[config.mk]
export PLATFORM = sky130hd
export DESIGN_NAME = pmem_arbiter
export DESIGN_NICKNAME = d
export VERILOG_FILES = /design/src/rtl/pmem_arbiter.sv
export SDC_FILE = /design/constraint.sdc
export NUM_CORES = 1
export LEC_CHECK = 0
export ABC_AREA = 1
export CAP_MARGIN = 30
export CELL_PAD_IN_SITES_DETAIL_PLACEMENT = 1
export CELL_PAD_IN_SITES_GLOBAL_PLACEMENT = 2
export CORE_AREA = 3 3 540 542
export DETAILED_ROUTE_END_ITERATION = 16
export DIE_AREA = 0 0 543 545
export GPL_TIMING_DRIVEN = 0
export PLACE_DENSITY = 0.42
export SETUP_SLACK_MARGIN = 0.05
export SLEW_MARGIN = 40
export SYNTH_ARGS = -nofsm -noshare
export SYNTH_HDL_FRONTEND = slang
export SYNTH_SLANG_ARGS = --single-unit
[constraint.sdc]
create_clock -name clk -period 1.8 [get_ports clk]
set_input_delay 0.36 -clock clk [delete_from_list [all_inputs] [get_ports clk]]
set_output_delay 0.36 -clock clk [all_outputs]
set_load 0.05 [all_outputs]
[src/rtl/pmem_arbiter.sv]
// pmem_arbiter: shares one physical memory port between I-cache and D-cache line requests,
// alternating grants under contention and holding each transaction's request in registers.
module pmem_arbiter (
  input  logic         clk,
  input  logic         rst_n,
  input  logic         i_pmem_read,
  input  logic [31:0]  i_pmem_address,
  output logic [255:0] i_pmem_rdata,
  output logic         i_pmem_resp,
  input  logic         d_pmem_read,
  input  logic         d_pmem_write,
  input  logic [31:0]  d_pmem_address,
  input  logic [255:0] d_pmem_wdata,
  output logic [255:0] d_pmem_rdata,
  output logic         d_pmem_resp,
  output logic         mem_read,
  output logic         mem_write,
  output logic [31:0]  mem_address,
  output logic [255:0] mem_wdata,
  input  logic [255:0] mem_rdata,
  input  logic         mem_resp
);
  typedef enum logic [1:0] {IDLE, SERVE_I, SERVE_D, RECOVER} state_t;
  state_t state_q, state_d;
  logic last_d_q, last_d_d;
  logic mem_read_q, mem_read_d;
  logic mem_write_q, mem_write_d;
  logic [31:0] addr_q, addr_d;
  logic [255:0] wdata_q, wdata_d;
  logic grant_d;
  // D wins when it is alone or when the previous grant went to I
  assign grant_d = (d_pmem_read | d_pmem_write) & (~i_pmem_read | ~last_d_q);
  always_comb begin
    state_d = state_q;
    last_d_d = last_d_q;
    mem_read_d = mem_read_q;
    mem_write_d = mem_write_q;
    addr_d = addr_q;
    wdata_d = wdata_q;
    case (state_q)
      IDLE: begin
        if (grant_d) begin
          state_d = SERVE_D;
          last_d_d = 1'b1;
          addr_d = d_pmem_address;
          mem_write_d = d_pmem_write;
          mem_read_d = ~d_pmem_write;
          wdata_d = d_pmem_write ? d_pmem_wdata : wdata_q;
        end else if (i_pmem_read) begin
          state_d = SERVE_I;
          last_d_d = 1'b0;
          addr_d = i_pmem_address;
          mem_read_d = 1'b1;
          mem_write_d = 1'b0;
        end
      end
      SERVE_I, SERVE_D: begin
        if (mem_resp) begin
          state_d = RECOVER;
          mem_read_d = 1'b0;
          mem_write_d = 1'b0;
        end
      end
      default: state_d = IDLE;
    endcase
  end
  always_ff @(posedge clk) begin
    if (!rst_n) begin
      state_q <= IDLE;
      last_d_q <= 1'b0;
      mem_read_q <= 1'b0;
      mem_write_q <= 1'b0;
      addr_q <= '0;
      wdata_q <= '0;
    end else begin
      state_q <= state_d;
      last_d_q <= last_d_d;
      mem_read_q <= mem_read_d;
      mem_write_q <= mem_write_d;
      addr_q <= addr_d;
      wdata_q <= wdata_d;
    end
  end
  assign mem_read = mem_read_q;
  assign mem_write = mem_write_q;
  assign mem_address = addr_q;
  assign mem_wdata = wdata_q;
  assign i_pmem_rdata = mem_rdata;
  assign d_pmem_rdata = mem_rdata;
  assign i_pmem_resp = rst_n & mem_resp & (state_q == SERVE_I);
  assign d_pmem_resp = rst_n & mem_resp & (state_q == SERVE_D);
endmodule

; Word level (Yosys, flattened, before mapping)
; Cells that the tools add are included.
[word_totals]
ramBits = 0
register_bits = 293
latch_bits = 0
elab_cells = 41
mem_bits_ro = 0
n_memories = 0
input_bits = 582
[classes]
div = 0
addsub = 0
mul = 0
muxes = 14
bitwise_logic = 9
reduce_logical = 8
eq_ne = 4
shifts = 0
order_cmp = 0
[ops]
columns = cell, n
row1 = 32-bit two-way mux, 2
row2 = 1-bit two-way mux, 6
row3 = 2-bit two-way mux, 3
row4 = 3-bit AND reduction, 2
row5 = 1-bit bitwise AND, 4
row6 = 1-bit case mux with 2 select lines, 2
row7 = 2-bit case mux with 2 select lines, 1
row8 = 2-bit AND reduction, 2
row9 = 2-bit nonzero test, 2
row10 = 3-bit != test (second input constant), 1
row11 = 1-bit NOT, 3
row12 = 2-bit by 1-bit equality test with 1-bit output (second input constant), 1
row13 = 2-bit equality test (second input constant), 1
row14 = 2-bit logical NOT, 1
row15 = 2-bit != test (second input constant), 1
row16 = 1-bit OR, 2
row17 = 2-bit OR reduction, 1

; Longest topological paths before layout
; Gate-level depths: netlist (run 1).
[logic_depth]
ltp_word = 5
depth_mapped = 8

; Worst setup path before layout (run 1)
; No wires, ideal clock.
[synth_path]
path_kind = reg2reg
startpoint = register state_q[0]
endpoint = register addr_q[10], in the netlist mem_address[10]
setup_ns = 0.116
path_stages_with_launch = 9
period_less_slack_ns = 1.402
t_arrival_ns = 1.286
t_required_ns = 1.684
path_slack_ns = 0.398
cell_sequence = dfxtp_1 > inv_1 > ha_1 > a21boi_2 > buf_6 > buf_6 > nand2_1 > nor2_1 > nor2_1
[synth_via]
elab_chain_len = 2
[synth_lines]
columns = element, line
row1 = from (decl), 24  ; state_t state_q, state_d;
row2 = from (signal assigned), 76  ; state_q <= state_d;
row3 = 2-bit logical NOT, 40  ; case (state_q)
row4 = 2-bit AND reduction (no line), -
row5 = to (signal assigned), 80  ; addr_q <= addr_d;
row6 = to (decl), 28  ; logic [31:0] addr_q, addr_d;
; No other way between the ends.
; A chain may end at the register's enable or synchronous reset.

; Worst setup path in the final report (run 1)
[layout_path]
startpoint = register state_q[1]
endpoint = output port i_pmem_resp
[layout_via]
elab_chain_len = 2
[layout_lines]
columns = element, line
row1 = 2-bit by 1-bit equality test with 1-bit output, 90  ; assign i_pmem_resp = rst_n & mem_resp & (state_q == SERVE_I);
row2 = 1-bit bitwise AND, 90
row3 = to (decl), 9  ; output logic i_pmem_resp,
; No other way between the ends.

==> reports/results.tsv, run 1 <==
metric	value	unit
Post-Synthesis Net Count	2535	
Final Setup Violations	221	
met1 Use GR	11.59	%
# DRC	0	
post-DP HPWL	153500	µm
Setup crit start kind	flip-flop	
final-report hold violation count	0	
worst reg2reg startpoint	state_q[1]$_SDFFE_PN0P_	
CTS sink cnt	293	
# nets final	3758	
Slew @ Worst Pin	0.7995	ns
Hold Crit Depth	3	
Worst Setup End Kind	output port	
Hold WC Path Type	input pin to flip-flop	
1st-pass router iterations	4	
Layout area overhead	135.6	%
status	finished, violations left	
Pwr per Cell Area	1353	nW/µm²
GRT met2 Usage	17.65	%
Post-DRT Antenna Nets	0	
Slew HR	46.53	%
total number of yosys warnings	0	
share of cells above drive strength 1	40.96	%
Slowest-stage cell, CP	dfxtp_4	
synthesized instance count	1949	
hold_sp	rst_n	
GRT overflow	0	
Peak VDD IR	0.6544	mV
CTS Buf Count	47	
sequential fraction of design power	21.4	%
Final WS setup	-0.1264	ns
hold_buf cts	0	
clock power share	20.1	%
Seq cells post-synth	293	
Data arrival, critical path	1.57	ns
TritonCTS clock tree	yes	
area of the multi-input gates	6063	µm²
placed inst area	30590	µm²
Yosys top cell area share	39.85	%
CP Buf/Inv Count	2	
Req. time, crit path	1.44	ns
Worst R2R End	mem_wdata[48]$_SDFFE_PN0P_	
vias in the first global route	18070	
FILL cells	33890	
routed wire length	173400	µm
largest net degree at the start of global routing	14	
Netlist Area Pre-Place	14720	µm²
Net Sw Frac	50.54	%
Clock Tree Buf Depth	3	
register area	5887	µm²
crit path kind	flip-flop to output port	
clk_lat worst skew	0.67	ns
Final Instance Area	34680	µm²
total core area	287400	µm²
total number of vias	17480	
I/O pin count	1386	
failing checks	setup timing	
CP Cell Sequence	inv_4, ha_4, and3_4, buf_12	
Avg Cell Area, Syn	7.553	µm²
Comb pwr share	58.5	%
die width	543	µm
sequential share of the synthesized area	39.85	%
Leak	13.78	nW
internal power	0.02320	W
sw power	0.02371	W
chip height	545	µm
setup slack, reg-to-reg	-0.12	ns
hold endpoint	mem_address[2]$_SDFFE_PN0P_	
GRT Max-Usage Layer	met2	
RSZ-0062 raised after global routing	true	
vias per cell	2.499	
Total GRT Usage	10.84	%
Die ar.	295900	µm²
kind of cell adding the most delay to the critical path	flip-flops	
Max-Cap Viols	0	
f_max	519.1	MHz
GPL Wtd Cong	0.7778	
CP max FO	3	
post-synthesis cell type count	20	
htree depth	2	
fin util	12.07	%
first-pass GRT wire length	205300	µm
cell taking the most area after synthesis	dfxtp_1	
root buffer cell	clkbuf_16	
row count	197	
CTS clock-pin slew for the worst setup and hold paths	0.05	ns
M3 GR Usage	7.556	%
max incr delay on CP	0.38	ns
Worst Clk Skew	0.02450	ns
Initial Utilization	5.122	%
largest cells by area after synthesis	dfxtp_1, buf_4, nor2_1	
Final Critical Period	1.926	ns
Final period util	107.0	%
initial antenna violation count	103	
Worst Reg-to-Reg Cells	11	
PortBufs	1128	
Max Slew Vio Count	0	
drt wl/cell	24.79	µm
number of DRC markers in iteration 0	555	
==> power groups by stage <==
stage / registers, W / logic, W / clock network (W)
floorplan: 0.0155 / 0.00740 / 0
global placement: 0.00947 / 0.0241 / 0
detailed placement: 0.00954 / 0.0239 / 0
CTS: 0.00947 / 0.0239 / 0.0101
global route: 0.0103 / 0.0294 / 0.0102
finish: 0.0100 / 0.0274 / 0.00944
==> metrics by stage <==
step / setup TNS (ns) / std cells / total power (W) / hold slack (ns) / worst slack (ns)
after global placement: -152.89 / 6858 / 0.03359 / 0.4601 / -1.312
after CTS: -44.79 / 6948 / 0.04348 / 0.1445 / -0.2495
after global routing: -41.27 / 6987 / 0.04997 / 0.1439 / -0.2456
after detailed placement: -154.40 / 6859 / 0.03344 / 0.4601 / -1.004
after floorplan: 0 / 1949 / 0.02290 / 0.4477 / 0.3977
final: -12.65 / 6994 / 0.04691 / 0.1720 / -0.1264
==> cells in the mapped netlist (all sizes together) <==
cell type and instances:
clkbuf 54, dfxtp 293, nand3 5, a21oi 6, nand2 80, inv 43, a21boi 1, o21ai 288
ha 4, buf 559, and3 2, nor2 614
==> worst register-to-register path, stage by stage, from the launching register on <==
cell and delay, ns:
dfxtp_4 0.38, inv_4 0.05, buf_4 0.13, ha_4 0.18, nand3_4 0.12, buf_12 0.13, buf_16 0.15, clkinv_16 0.12
clkbuf_16 0.23, clkbuf_16 0.20, nor2_4 0.07, nor2_1 0.05
==> state kept, by name (all words and copies together) (netlist names) <==
register     flops
last_d_q         1
mem_wdata      256
mem_write        1
mem_address     32
mem_read         1
state_q          2
==> per-layer routing <==
layer  share of wire (%)  vias up
met2                  45     1081
met5                0.23        -
met4                 2.0       54
met3                  15      244
met1                  37     8031
li1                    -     8066
==> timing repair <==
action / CTS / global route
gates cloned: 1 / 32
gates resized for setup: 1597 / 641
hold endpoints to repair: 0 / 0
buffers inserted: 8 / 6
endpoints found under the setup margin: 591 / 334
pin swaps: 4 / 71
==> cells by family (layout without fill, tap and decap cells) <==
group | after synthesis | count (layout) | share of synthesized area (%)
simple gates | 701 | 701 | 18.07
fa+ha+maj | 4 | 4 | 0.3400
compound gates | 295 | 295 | 10.07
other cells | 0 | 10 | 0
flops | 293 | 293 | 39.85
buf+inv | 656 | 1910 | 31.67
==> final cells by class <==
cell class              instances  area share, %
diodes                         10        0.07215
plain buffers                 611          14.10
clock buffers                  66          3.889
clock inverters                14         0.5051
inverters                      43         0.5556
multi-input cells            1000          17.48
flip-flops and latches        293          16.97
well taps                    3781          13.64
repair buffers               1175          32.73
repair inverters                1        0.05772
==> how the worst max path moves through the flow <==
stage,slack (ns),to,depth (start not counted),from
finish,-0.13,i_pmem_resp,4,state_q[1]$_SDFFE_PN0P_
global route,-0.25,d_pmem_resp,4,state_q[0]$_SDFFE_PN0P_
CTS,-0.25,i_pmem_resp,4,state_q[1]$_SDFFE_PN0P_
detailed placement,-1.00,mem_wdata[149]$_SDFFE_PN0P_,7,i_pmem_read
global placement,-1.31,mem_wdata[149]$_SDFFE_PN0P_,7,i_pmem_read
floorplan,0.40,mem_address[10]$_SDFFE_PN0P_,8,state_q[0]$_SDFFE_PN0P_
==> cell usage in the layout, fill, tap and decap left out, drive strengths merged <==
cell,count
a21boi,1
inv,44
buf,874
and3,2
bufinv,2
clkinv,6
nor2,614
o21ai,288
a21oi,6
clkdlybuf4s50,832
dfxtp,293
diode,10
ha,4
clkinvlp,6
clkdlybuf4s15,1
nand2,80
nand3,5
clkbuf,145
No activity file was read; power rests on OpenSTA's default activity.
==> inputs of run 2 (changes only) <==
--- a/config.mk
+++ b/config.mk
@@ -13,7 +13,7 @@
 export DETAILED_ROUTE_END_ITERATION = 16
 export DIE_AREA = 0 0 543 545
 export GPL_TIMING_DRIVEN = 0
-export PLACE_DENSITY = 0.42
+export PLACE_DENSITY = 0.45
 export SETUP_SLACK_MARGIN = 0.05
 export SLEW_MARGIN = 40
 export SYNTH_ARGS = -nofsm -noshare
==> reports/results.tsv, run 2 (synthesis results as in run 1) <==
metric	value	unit
status	finished, violations left	
failing checks	setup timing	
Max Slew Vio Count	0	
Max-Cap Viols	0	
PortBufs	1128	
vias per cell	2.464	
Hold WC Path Type	input pin to flip-flop	
Setup crit start kind	flip-flop	
register area	5914	µm²
Post-Place Worst Slack	-0.9029	ns
Final Critical Period	1.926	ns
CTS Buf Count	49	
Die ar.	295900	µm²
first-pass GRT wire length	202300	µm
Post-Layout Cell Count	6972	
die width	543	µm
f_max	519.1	MHz
# nets final	3725	
Data arrival, critical path	1.57	ns
largest net degree at the start of global routing	15	
final-report hold violation count	0	
Peak VDD IR	0.7669	mV
TritonCTS clock tree	yes	
routed wire length	166600	µm
row count	197	
Initial Utilization	5.122	%
Final Setup Violations	17	
clk_lat worst skew	0.67	ns
GRT overflow	0	
Slew @ Worst Pin	0.8185	ns
Pwr per Cell Area	1332	nW/µm²
htree depth	2	
Layout area overhead	122.8	%
most common cell after layout, fill and taps aside	clkdlybuf4s50_1	
post-DP HPWL	150900	µm
Final Power	0.04369	W
RSZ-0062 raised after global routing	true	
Final WS setup	-0.1264	ns
CTS clock-pin slew for the worst setup and hold paths	0.05	ns
chip height	545	µm
CTS sink cnt	293	
total number of vias	17180	
number of DRC markers in iteration 0	482	
Leak	13.16	nW
crit path kind	flip-flop to output port	
Total GRT Usage	10.67	%
1st-pass router iterations	5	
Inst Count DP	6858	
share of cells above drive strength 1	33.95	%
GPL Wtd Cong	0.7874	
FILL cells	34100	
Worst Setup End Kind	output port	
area of the multi-input gates	4738	µm²
# DRC	0	
CP max FO	3	
commonest non-fill, non-tap cells in the layout	clkdlybuf4s50_1, buf_4, nor2_1	
total core area	287400	µm²
Post-DRT Antenna Nets	0	
initial antenna violation count	89	
I/O pin count	1386	
Worst Clk Skew	0.02053	ns
Req. time, crit path	1.44	ns
Clock Tree Buf Depth	3	
Slew HR	45.65	%
vias in the first global route	17960	
max reg flops	256	
Final period util	107.0	%
placed inst area	30490	µm²
Final Instance Area	32800	µm²
WHS	0.2034	ns
drt wl/cell	23.90	µm
root buffer cell	clkbuf_16	
==> run 2: changes by cell type in the layout (fill, tap and decap cells not counted), sizes merged, moves of 2 or more <==
| cell | before | now |
|---|---|---|
| dlygate4sd2 | 0 | 11 |
| dlymetal6s2s | 0 | 2 |
| clkinvlp | 6 | 3 |
| clkinv | 6 | 12 |
| buf | 874 | 862 |
| clkbuf | 145 | 125 |
| clkdlybuf4s50 | 832 | 821 |
| diode | 10 | 13 |
==> run 2: worst paths after layout <==
| kind | from | to | slack [ns] | depth (start not counted) |
|---|---|---|---|---|
| setup / recovery | state_q[0]$_SDFFE_PN0P_ | d_pmem_resp | -0.13 | 4 |
| hold / removal | rst_n | mem_address[3]$_SDFFE_PN0P_ | 0.20 | 3 |
| setup reg to reg | state_q[0]$_SDFFE_PN0P_ | mem_address[29]$_SDFFE_PN0P_ | -0.11 | 8 |
| hold reg to reg | mem_wdata[103]$_SDFFE_PN0P_ | mem_wdata[103]$_SDFFE_PN0P_ | 0.48 | 2 |
==> run 2: final cells by class <==
type | count | area share, %
buffer | 612 | 14.35
multi-input combinational | 1000 | 14.44
antenna | 13 | 0.09917
clock inverter | 20 | 0.7438
tap | 3781 | 14.42
sequential | 293 | 18.03
inverter | 43 | 0.5454
timing repair buffer | 1140 | 33.11
clock buffer | 70 | 4.253
==> run 2: worst max-delay path, cell delays in order, from the launching register on <==
cell and delay (ns):
dfxtp_4 0.37, inv_4 0.05, ha_4 0.14, and3_4 0.17, buf_12 0.14
==> run 2: per-layer routing <==
metal / share of wire, % / up-vias / global-route usage, %
met2: 45 / 1041 / 17.19
met5: 0.19 / - / 0
met3: 15 / 210 / 7.007
met1: 38 / 7879 / 11.78
li1: - / 8004 / -
met4: 1.7 / 46 / 1.956
==> run 2: metrics by stage <==
stage,util (%),setup TNS (ns)
after floorplan,-,0
after global placement,10.70,-143.09
after detailed placement,10.61,-143.53
after CTS,11.38,-2.478
after global routing,11.41,-12.64
final,11.41,-0.6920
==> run 2: what timing repair did <==
action | CTS | global route
pin swaps | 4 | 2
setup endpoints to repair | 593 | 285
buffers inserted | 10 | 1
resized for setup | 1836 | 52
hold buffers | 0 | 0
cloned | 1 | 0
==> run 2: power by group <==
group / switching (W) / internal (W) / total, W
Sequential: 0.00128 / 0.00839 / 0.00967
Clock: 0.00424 / 0.00584 / 0.0101
Combinational: 0.0166 / 0.00731 / 0.0239
==> inputs of run 3 (changes only) <==
--- a/config.mk
+++ b/config.mk
@@ -9,11 +9,12 @@
 export CAP_MARGIN = 30
 export CELL_PAD_IN_SITES_DETAIL_PLACEMENT = 1
 export CELL_PAD_IN_SITES_GLOBAL_PLACEMENT = 2
-export CORE_AREA = 3 3 540 542
+export CORE_AREA = 3 3 544 546
+export CTS_CLUSTER_DIAMETER = 50
 export DETAILED_ROUTE_END_ITERATION = 16
-export DIE_AREA = 0 0 543 545
-export GPL_TIMING_DRIVEN = 0
-export PLACE_DENSITY = 0.45
+export DIE_AREA = 0 0 547 549
+export GPL_TIMING_DRIVEN = 1
+export PLACE_DENSITY = 0.46
 export SETUP_SLACK_MARGIN = 0.05
 export SLEW_MARGIN = 40
 export SYNTH_ARGS = -nofsm -noshare
==> constraint.sdc (replaced) <==
create_clock -name clk -period 1.7 [get_ports clk]
set_input_delay 0.34 -clock clk [delete_from_list [all_inputs] [get_ports clk]]
set_output_delay 0.34 -clock clk [all_outputs]
set_load 0.05 [all_outputs]
==> reports/results.tsv, run 3 (synthesis results as in run 1) <==
metric	value	unit
Final Setup Violations	224	
Inst Count DP	5957	
Max Slew Vio Count	0	
FILL cells	33980	
# DRC	0	
Post-DRT Antenna Nets	0	
RSZ-0062 raised after global routing	true	
drt wl/cell	27.57	µm
Leak	11.27	nW
CTS clock-pin slew for the worst setup and hold paths	0.05	ns
worst reg2reg startpoint	state_q[1]$_SDFFE_PN0P_	
clk_lat worst skew	0.77	ns
Worst R2R End	mem_wdata[36]$_SDFFE_PN0P_	
PortBufs	617	
I/O pin count	1386	
fin util	10.75	%
Final period util	118.6	%
total core area	291100	µm²
Post-Layout Cell Count	6226	
largest net degree at the start of global routing	70	
crit path kind	flip-flop to output port	
share of cells above drive strength 1	49.22	%
Setup crit start kind	flip-flop	
Peak VDD IR	0.6351	mV
first-pass GRT wire length	195800	µm
die width	547	µm
row count	198	
commonest non-fill, non-tap cells in the layout	nor2_1, clkdlybuf4s50_1, buf_12	
Initial Utilization	5.057	%
root buffer cell	clkbuf_16	
Max-Cap Viols	0	
hold_sp	rst_n	
status	finished, violations left	
most common cell after layout, fill and taps aside	nor2_1	
TritonCTS clock tree	yes	
Slew HR	65.18	%
final-report hold violation count	0	
# nets final	2826	
CTS sink cnt	293	
GPL Wtd Cong	0.7690	
CP max FO	2	
f_max	495.9	MHz
Pwr per Cell Area	1843	nW/µm²
Worst Clk Skew	0.05074	ns
Worst Setup End Kind	output port	
CTS Buf Count	78	
chip height	549	µm
1st-pass router iterations	4	
Final WS setup	-0.3165	ns
post-DP HPWL	140000	µm
Req. time, crit path	1.36	ns
Layout area overhead	112.7	%
failing checks	setup timing	
Total GRT Usage	10.42	%
GRT overflow	0	
total number of vias	14340	
htree depth	3	
setup slack, reg-to-reg	-0.20	ns
Data arrival, critical path	1.68	ns
Final Critical Period	2.017	ns
Final Power	0.05769	W
Post-Place Worst Slack	-0.5627	ns
Die ar.	300300	µm²
Slew @ Worst Pin	0.5207	ns
Clock Tree Buf Depth	4	
Hold WC Path Type	input pin to flip-flop	
Hold Crit Depth	4	
routed wire length	171700	µm
hold endpoint	mem_wdata[136]$_SDFFE_PN0P_	
vias per cell	2.304	
number of DRC markers in iteration 0	502	
Worst Reg-to-Reg Cells	11	
max reg flops	256	
initial antenna violation count	93	
vias in the first global route	14790	
-- run 3: changes by cell type in the layout (fill, tap and decap cells not counted), moves of 58 or more --
cell | before | now
clkbuf_16 | 49 | 107
dfxtp_1 | 268 | 100
nor2_4 | 6 | 125
dfxtp_2 | 18 | 165
nor2_1 | 606 | 443
clkdlybuf4s50_1 | 821 | 324
buf_2 | 94 | 0
buf_12 | 12 | 232
buf_4 | 647 | 149
buf_6 | 96 | 33
-- run 3: how the worst max path moves through the flow --
stage,start,endpoint,slack (ns),depth (start not counted)
4_1_cts,state_q[1]$_SDFFE_PN0P_,i_pmem_resp,-0.43,5
5_1_grt,state_q[1]$_SDFFE_PN0P_,i_pmem_resp,-0.44,5
2_1_floorplan,state_q[0]$_SDFFE_PN0P_,mem_address[10]$_SDFFE_PN0P_,0.30,8
3_5_place_dp,i_pmem_read,mem_wdata[58]$_SDFFE_PN0P_,-0.56,8
3_3_place_gp,d_pmem_write,mem_wdata[63]$_SDFFE_PN0P_,-0.51,8
6_report,state_q[1]$_SDFFE_PN0P_,i_pmem_resp,-0.32,5
-- run 3: report_power, final --
group,switching [W],internal (W),total (W),leakage [nW]
registers,0.00219,0.00919,0.0114,2.50
clock network,0.00542,0.0103,0.0157,1.29
logic,0.0176,0.0130,0.0306,7.49
total,0.0252,0.0325,0.0577,11.3
-- run 3: metal layers --
metal	share of wire [%]	vias to the layer above	track usage (%)
met3	21	472	10.79
met5	0.068	-	0.3166
li1	-	6234	-
met2	43	1229	15.84
met4	5.3	4	4.234
met1	30	6404	8.963
-- run 3: layout make-up --
| cell class | instances | area (µm²) | share of cell area [%] |
|---|---|---|---|
| diodes | 28 | 70.07 | 0.2238 |
| clock buffers | 100 | 2186 | 6.982 |
| clock inverters | 38 | 504.2 | 1.611 |
| inverters | 43 | 187.7 | 0.5995 |
| multi-input cells | 1000 | 6006 | 19.18 |
| flip-flops and latches | 293 | 6177 | 19.73 |
| well taps | 3900 | 4880 | 15.59 |
| repair buffers | 820 | 11180 | 35.73 |
| repair inverters | 4 | 110.1 | 0.3517 |
-- run 3: what timing repair did --
| item | CTS | global route |
|---|---|---|
| pin swaps | 14 | 34 |
| buffers inserted | 18 | 40 |
| cloned | 19 | 39 |
| hold buffers | 1 | 0 |
| gates resized for setup | 414 | 619 |
| setup endpoints to repair | 519 | 577 |
| hold endpoints to repair | 10 | 0 |
-- run 3: metrics by stage --
| stage | instance area (µm²) | TNS, ns | hold slack (ns) |
|---|---|---|---|
| after floorplan | 14720 | 0 | 0.4477 |
| after global placement | 23860 | -78.67 | 0.4649 |
| after detailed placement | 23860 | -85.78 | 0.4780 |
| after CTS | 28220 | -15.04 | 0.03330 |
| after global routing | 31240 | -56.14 | 0.03460 |
| final | 31310 | -19.89 | 0.1016 |
-- run 3: worst max-delay path: stages (launching register included) --
cell and delay [ns]:
dfxtp_2 0.33, inv_2 0.04, buf_6 0.11, ha_4 0.14, and3_4 0.18, buf_12 0.15
==> RTL edit 1: new RTL, settings of run 2 <==
Take the reset off `wdata_q` and load it in a clocked block of its own.
--- a/src/rtl/pmem_arbiter.sv
+++ b/src/rtl/pmem_arbiter.sv
@@ -73,3 +73,2 @@
       addr_q <= '0;
-      wdata_q <= '0;
     end else begin
@@ -80,4 +79,7 @@
       addr_q <= addr_d;
-      wdata_q <= wdata_d;
     end
+  end
+
+  always_ff @(posedge clk) begin
+    wdata_q <= wdata_d;
   end
Function: changed (a bounded check fails within 4 cycles, from zero or initial values and one cycle with rst_n low).
==> RTL edit 1 against run 2 <==
  * Clock power down 6%
  * Routed wire length is 7.2% lower
  * The flow still finishes with violations (negative setup slack)
  * Clock skew is 0.010 ns higher
  * Synthesized area fell by 8.1%
  * Die area unchanged
  * Total power decreased by 9.8%
  * First-iteration DRC count decreased by 7.1%
  * Count of clock-buffer cells in the layout down 15
  * Worst setup slack better by 0.0076 ns
  * Non-clock buffer count did not move
  * Sequential cell count is the same
  * Cell area is 1.8% lower
  * Sequential power rose by 1%
==> RTL edit 1: results (changes against run 2) <==
post-synthesis cell count - 1098 (was 1949)
Final HPWL DP - 139000 um (was 151000 um)
Leak - 0.0125 uW (was 0.0132 uW)
M1 WL - 56500 um (was 64100 um)
Int Power - 21600 uW (was 21500 uW)
GPL Wtd Cong - 0.830 (was 0.787)
Fin Hold WS - 0.248 ns (was 0.203 ns)
CTS Buf Count - 46 (was 49)
sequential area share after synthesis - 62.3% (was 39.8%)
Reg2Reg Depth - 11 (was 8)
EDFF count, synth - 256 (was 0)
Layout fillers - 33600 (was 34100)
M3 GR Usage - 7.70% (was 7.01%)
met1 Use GR - 10.6% (was 11.8%)
number of antenna violations at the first check in global routing - 120 (was 89)
nets - 2955 (was 3725)
first-pass detailed-route iteration total - 4 (was 5)
Setup violations, final - 117 (was 17)
Peak VDD IR - 0.594 mV (was 0.767 mV)
DR iter-0 viols - 448 (was 482)
fraction of layout cells with a size suffix above 1 - 45.2% (was 34.0%)
Hold Path End - mem_address[6] (was mem_address[3])
met2 wire len - 66500 um (was 74400 um)
critical path arrival - 2.30 ns (was 1.57 ns)
status - finished with violations (unchanged)
Worst Path Max Fanout - 6 (was 3)
hold path depth - 3 (unchanged)
Cell Count, Final, Fillers Out - 6214 (was 6972)
largest net degree at the start of global routing - 16 (was 15)
first-pass GRT wire length - 180000 um (was 202000 um)
met2 usage - 14.9% (was 17.2%)
placed insts - 6025 (was 6858)
Max Buffers Root-to-Sink - 3 (unchanged)
WL met3 - 28200 um (was 24900 um)
vias in the first global route - 14000 (was 18000)
slew margin rel. - 35.2% (was 45.7%)
failing checks - negative setup slack (unchanged)
routed vias - 13000 (was 17200)
worst r2r src - state_q[1] (was state_q[0])
Area contributors post-synth - edfxtp_1 57%, buf_4 29%, dfxtp_1 5.5% (was dfxtp_1 40%, buf_4 27%, nor2_1 16%)
syn nets - 1684 (was 2535)
Sum Neg Setup Slack - -5.24 ns (was -0.692 ns)
commonest cells in the netlist - 515 x buf_4, 256 x edfxtp_1, 103 x nor2_1 (was 614 x nor2_1, 527 x buf_4, 293 x dfxtp_1)
CP delay by family, top - buffers and inverters (was flip-flops)
Worst Setup Slack, final - -0.119 ns (was -0.126 ns)
GR Util All Layers - 9.79% (was 10.7%)
## RTL edit 1: per-stage QoR
stage                     setup WS [ns]  instance area (um2)
after CTS                        -0.246                31500
after floorplan                   -2.98                13600
final                            -0.119                32200
after global routing             -0.223                32200
after global placement            -6.66                29600
after detailed placement          -1.41                29700
## RTL edit 1: what timing repair did
action | in CTS | in global routing
pin swaps | 3 | 37
gates cloned | 11 | 7
setup buffers | 46 | 26
setup endpoints to repair | 601 | 288
gates resized for setup | 1599 | 152
## RTL edit 1: area by class of cell
class	instances	share of cell area [%]
inverter	43	0.524
multi-input combinational	233	4.21
clock buffer	55	3.94
timing repair buffer	1223	36.8
clock inverter	29	0.921
antenna	28	0.218
buffer	529	12.5
sequential	293	26.2
tap	3781	14.7
## RTL edit 1: worst max-delay path by stage
stage | startpoint | end | depth (start not counted)
floorplan | state_q[1] | mem_wdata[0] | 4
global route | state_q[1] | i_pmem_resp | 4
finish | state_q[1] | mem_wdata[17] | 11
global placement | i_pmem_read | mem_wdata[159] | 4
CTS | state_q[1] | i_pmem_resp | 4
detailed placement | i_pmem_read | mem_wdata[83] | 11
## RTL edit 1: kinds of logic (layout without fill, tap and decap cells)
kind of cell / count (synthesis) / count (layout) / share of synthesized area, %
flip-flops: 293 / 293 / 62.3
adder cells (fa/ha/maj): 4 / 4 / 0.370
other: 0 / 28 / 0
buffers and inverters: 572 / 1879 / 30.5
AO/OA/AOI/OAI: 39 / 39 / 1.47
AND/OR/NAND/NOR: 190 / 190 / 5.38
## RTL edit 1: power groups by stage
stage               sequential, uW  clock, uW  combinational, uW
floorplan                    14500          0               4750
global route                  9930      10300              21400
detailed placement            9860          0              18300
finish                        9790       9510              20100
CTS                           9750      10300              19600
global placement              9180          0              14100
==> RTL edit 2: new RTL, settings of run 2 <==
Made on the original files. Register the input `mem_rdata` before use, cleared by the reset. The logic sees it one clock later. The other inputs are not delayed to match.
--- a/src/rtl/pmem_arbiter.sv
+++ b/src/rtl/pmem_arbiter.sv
@@ -23,2 +23,13 @@
   typedef enum logic [1:0] {IDLE, SERVE_I, SERVE_D, RECOVER} state_t;
+
+  logic [255:0] mem_rdata_q;
+
+  always_ff @(posedge clk) begin
+    if (!rst_n) begin
+      mem_rdata_q <= '0;
+    end else begin
+      mem_rdata_q <= mem_rdata;
+    end
+  end
+
   state_t state_q, state_d;
@@ -87,4 +98,4 @@
   assign mem_wdata = wdata_q;
-  assign i_pmem_rdata = mem_rdata;
-  assign d_pmem_rdata = mem_rdata;
+  assign i_pmem_rdata = mem_rdata_q;
+  assign d_pmem_rdata = mem_rdata_q;
   assign i_pmem_resp = rst_n & mem_resp & (state_q == SERVE_I);
Check against the original RTL: not equivalent (Yosys sat finds a counterexample within 4 cycles, from zero or initial values and one cycle with rst_n low).
==> RTL edit 2 against run 2 <==
  * The run still ends with negative setup slack left
  * Synthesized area up 36%
  * Sequential cell count up 256
  * Via count up 27%
  * Total power up 33%
  * Routed wire length up 17%
  * Worst setup slack worse by 0.018 ns
  * Cell area up 32%
  * Sequential power up 65%
  * Critical endpoint is now i_pmem_resp
  * Largest cell class unchanged
==> RTL edit 2: results (changes against run 2) <==
WL/cell - 25.0 um (was 23.9 um)
vias in the first global route - 23400 (was 18000)
sequential area share after synthesis - 54.8% (was 39.8%)
Area contributors post-synth - dfxtp_1 55%, nor2_1 11%, buf_4 9.7% (was dfxtp_1 40%, buf_4 27%, nor2_1 16%)
Layout fillers - 33700 (was 34100)
CTS Buf Count - 83 (was 49)
Setup violations, final - 51 (was 17)
slew margin rel. - 51.3% (was 45.7%)
largest net degree at the start of global routing - 13 (was 15)
GR Util All Layers - 12.7% (was 10.7%)
nets - 4547 (was 3725)
Reg2Reg Setup Slack - -0.09 ns (was -0.11 ns)
IO buf count - 1384 (was 1128)
Peak VDD IR - 0.677 mV (was 0.767 mV)
status - finished with violations (unchanged)
Sum Neg Setup Slack - -1.45 ns (was -0.692 ns)
pre-CTS WS - -1.21 ns (was -0.903 ns)
failing checks - negative setup slack (unchanged)
number of antenna violations at the first check in global routing - 70 (was 89)
Leak - 0.0197 uW (was 0.0132 uW)
commonest cells in the netlist - 604 x nor2_1, 549 x dfxtp_1, 334 x nand2_1 (was 614 x nor2_1, 527 x buf_4, 293 x dfxtp_1)
Fin Hold WS - 0.192 ns (was 0.203 ns)
Netlist cell types - 21 (was 20)
GPL Wtd Cong - 0.875 (was 0.787)
syn nets - 3076 (was 2535)
DR iter-0 viols - 958 (was 482)
Placed Instance Area - 38500 um2 (was 30500 um2)
fraction of layout cells with a size suffix above 1 - 39.0% (was 34.0%)
H-Tree Depth - 3 (was 2)
Worst Setup Slack, final - -0.144 ns (was -0.126 ns)
## RTL edit 2: cell types whose count changed after synthesis, sizes merged
cell	change
buf	-232
inv	+256
dfxtp	+256
clkbuf	+5
nand2	+256
## RTL edit 2: area by class of cell
type / instances / area share [%]
Antenna cell: 19 / 0.110
Timing Repair Buffer: 1415 / 33.3
Multi-Input combinational cell: 1256 / 12.5
Inverter: 299 / 2.61
Sequential cell: 549 / 26.6
Clock buffer: 118 / 5.42
Tap cell: 3781 / 10.9
Clock inverter: 37 / 1.31
Buffer: 357 / 7.14
## RTL edit 2: timing repair
item	in CTS	in global routing
resized for setup	5685	202
setup buffers	30	1
pin swaps	2	0
setup endpoints to repair	1121	418
hold buffers	0	0
## RTL edit 2: report_power, final
| part | total [uW] | internal (uW) | leakage (uW) | switching (uW) |
|---|---|---|---|---|
| Sequential | 16000 | 14300 | 0.00465 | 1700 |
| Combinational | 24400 | 7750 | 0.0136 | 16700 |
| Clock | 17800 | 10800 | 0.00143 | 7000 |
## RTL edit 2: worst register-to-register path, stage by stage (launching register included)
cell	delay, ns
dfxtp_4	0.36
inv_4	0.07
ha_1	0.29
nand3_4	0.10
buf_12	0.18
buf_8	0.19
clkbuf_4	0.23
o21ai_1	0.27
nor2_1	0.06
## RTL edit 2: metrics by stage
| stage | power (uW) | util, % |
|---|---|---|
| 6_report | 58200 | 15.1 |
| 5_1_grt | 61500 | 15.1 |
| 4_1_cts | 59400 | 15.0 |
| 3_5_place_dp | 40200 | 13.4 |
| 3_3_place_gp | 40300 | 13.5 |
| 2_1_floorplan | 29100 | - |
## RTL edit 2: worst paths after layout
check / start / endpoint
min reg2reg: mem_write / mem_write
max reg2reg: state_q[0] / mem_wdata[200]
max: state_q[1] / i_pmem_resp
min: mem_rdata[237] / d_pmem_rdata[237]
## RTL edit 2: routing by layer
layer / GRT usage (%) / share of wire (%) / vias up / wire length (um)
met3: 6.16 / 11 / 184 / 21300
met4: 2.67 / 2.0 / 12 / 3830
met2: 20.5 / 45 / 1112 / 88900
met5: 0 / 0.036 / - / 71
met1: 15.0 / 42 / 10300 / 81600
li1: - / - / 10200 / -
## RTL edit 2: kinds of logic (layout without fill, tap and decap cells)
kind of cell / Yosys count / after routing / share of synthesized area, %
other: 0 / 19 / 0
buffers and inverters: 685 / 2226 / 19.4
AO/OA/AOI/OAI: 295 / 295 / 7.39
AND/OR/NAND/NOR: 957 / 957 / 18.2
adder cells (fa/ha/maj): 4 / 4 / 0.249
flip-flops: 549 / 549 / 54.8
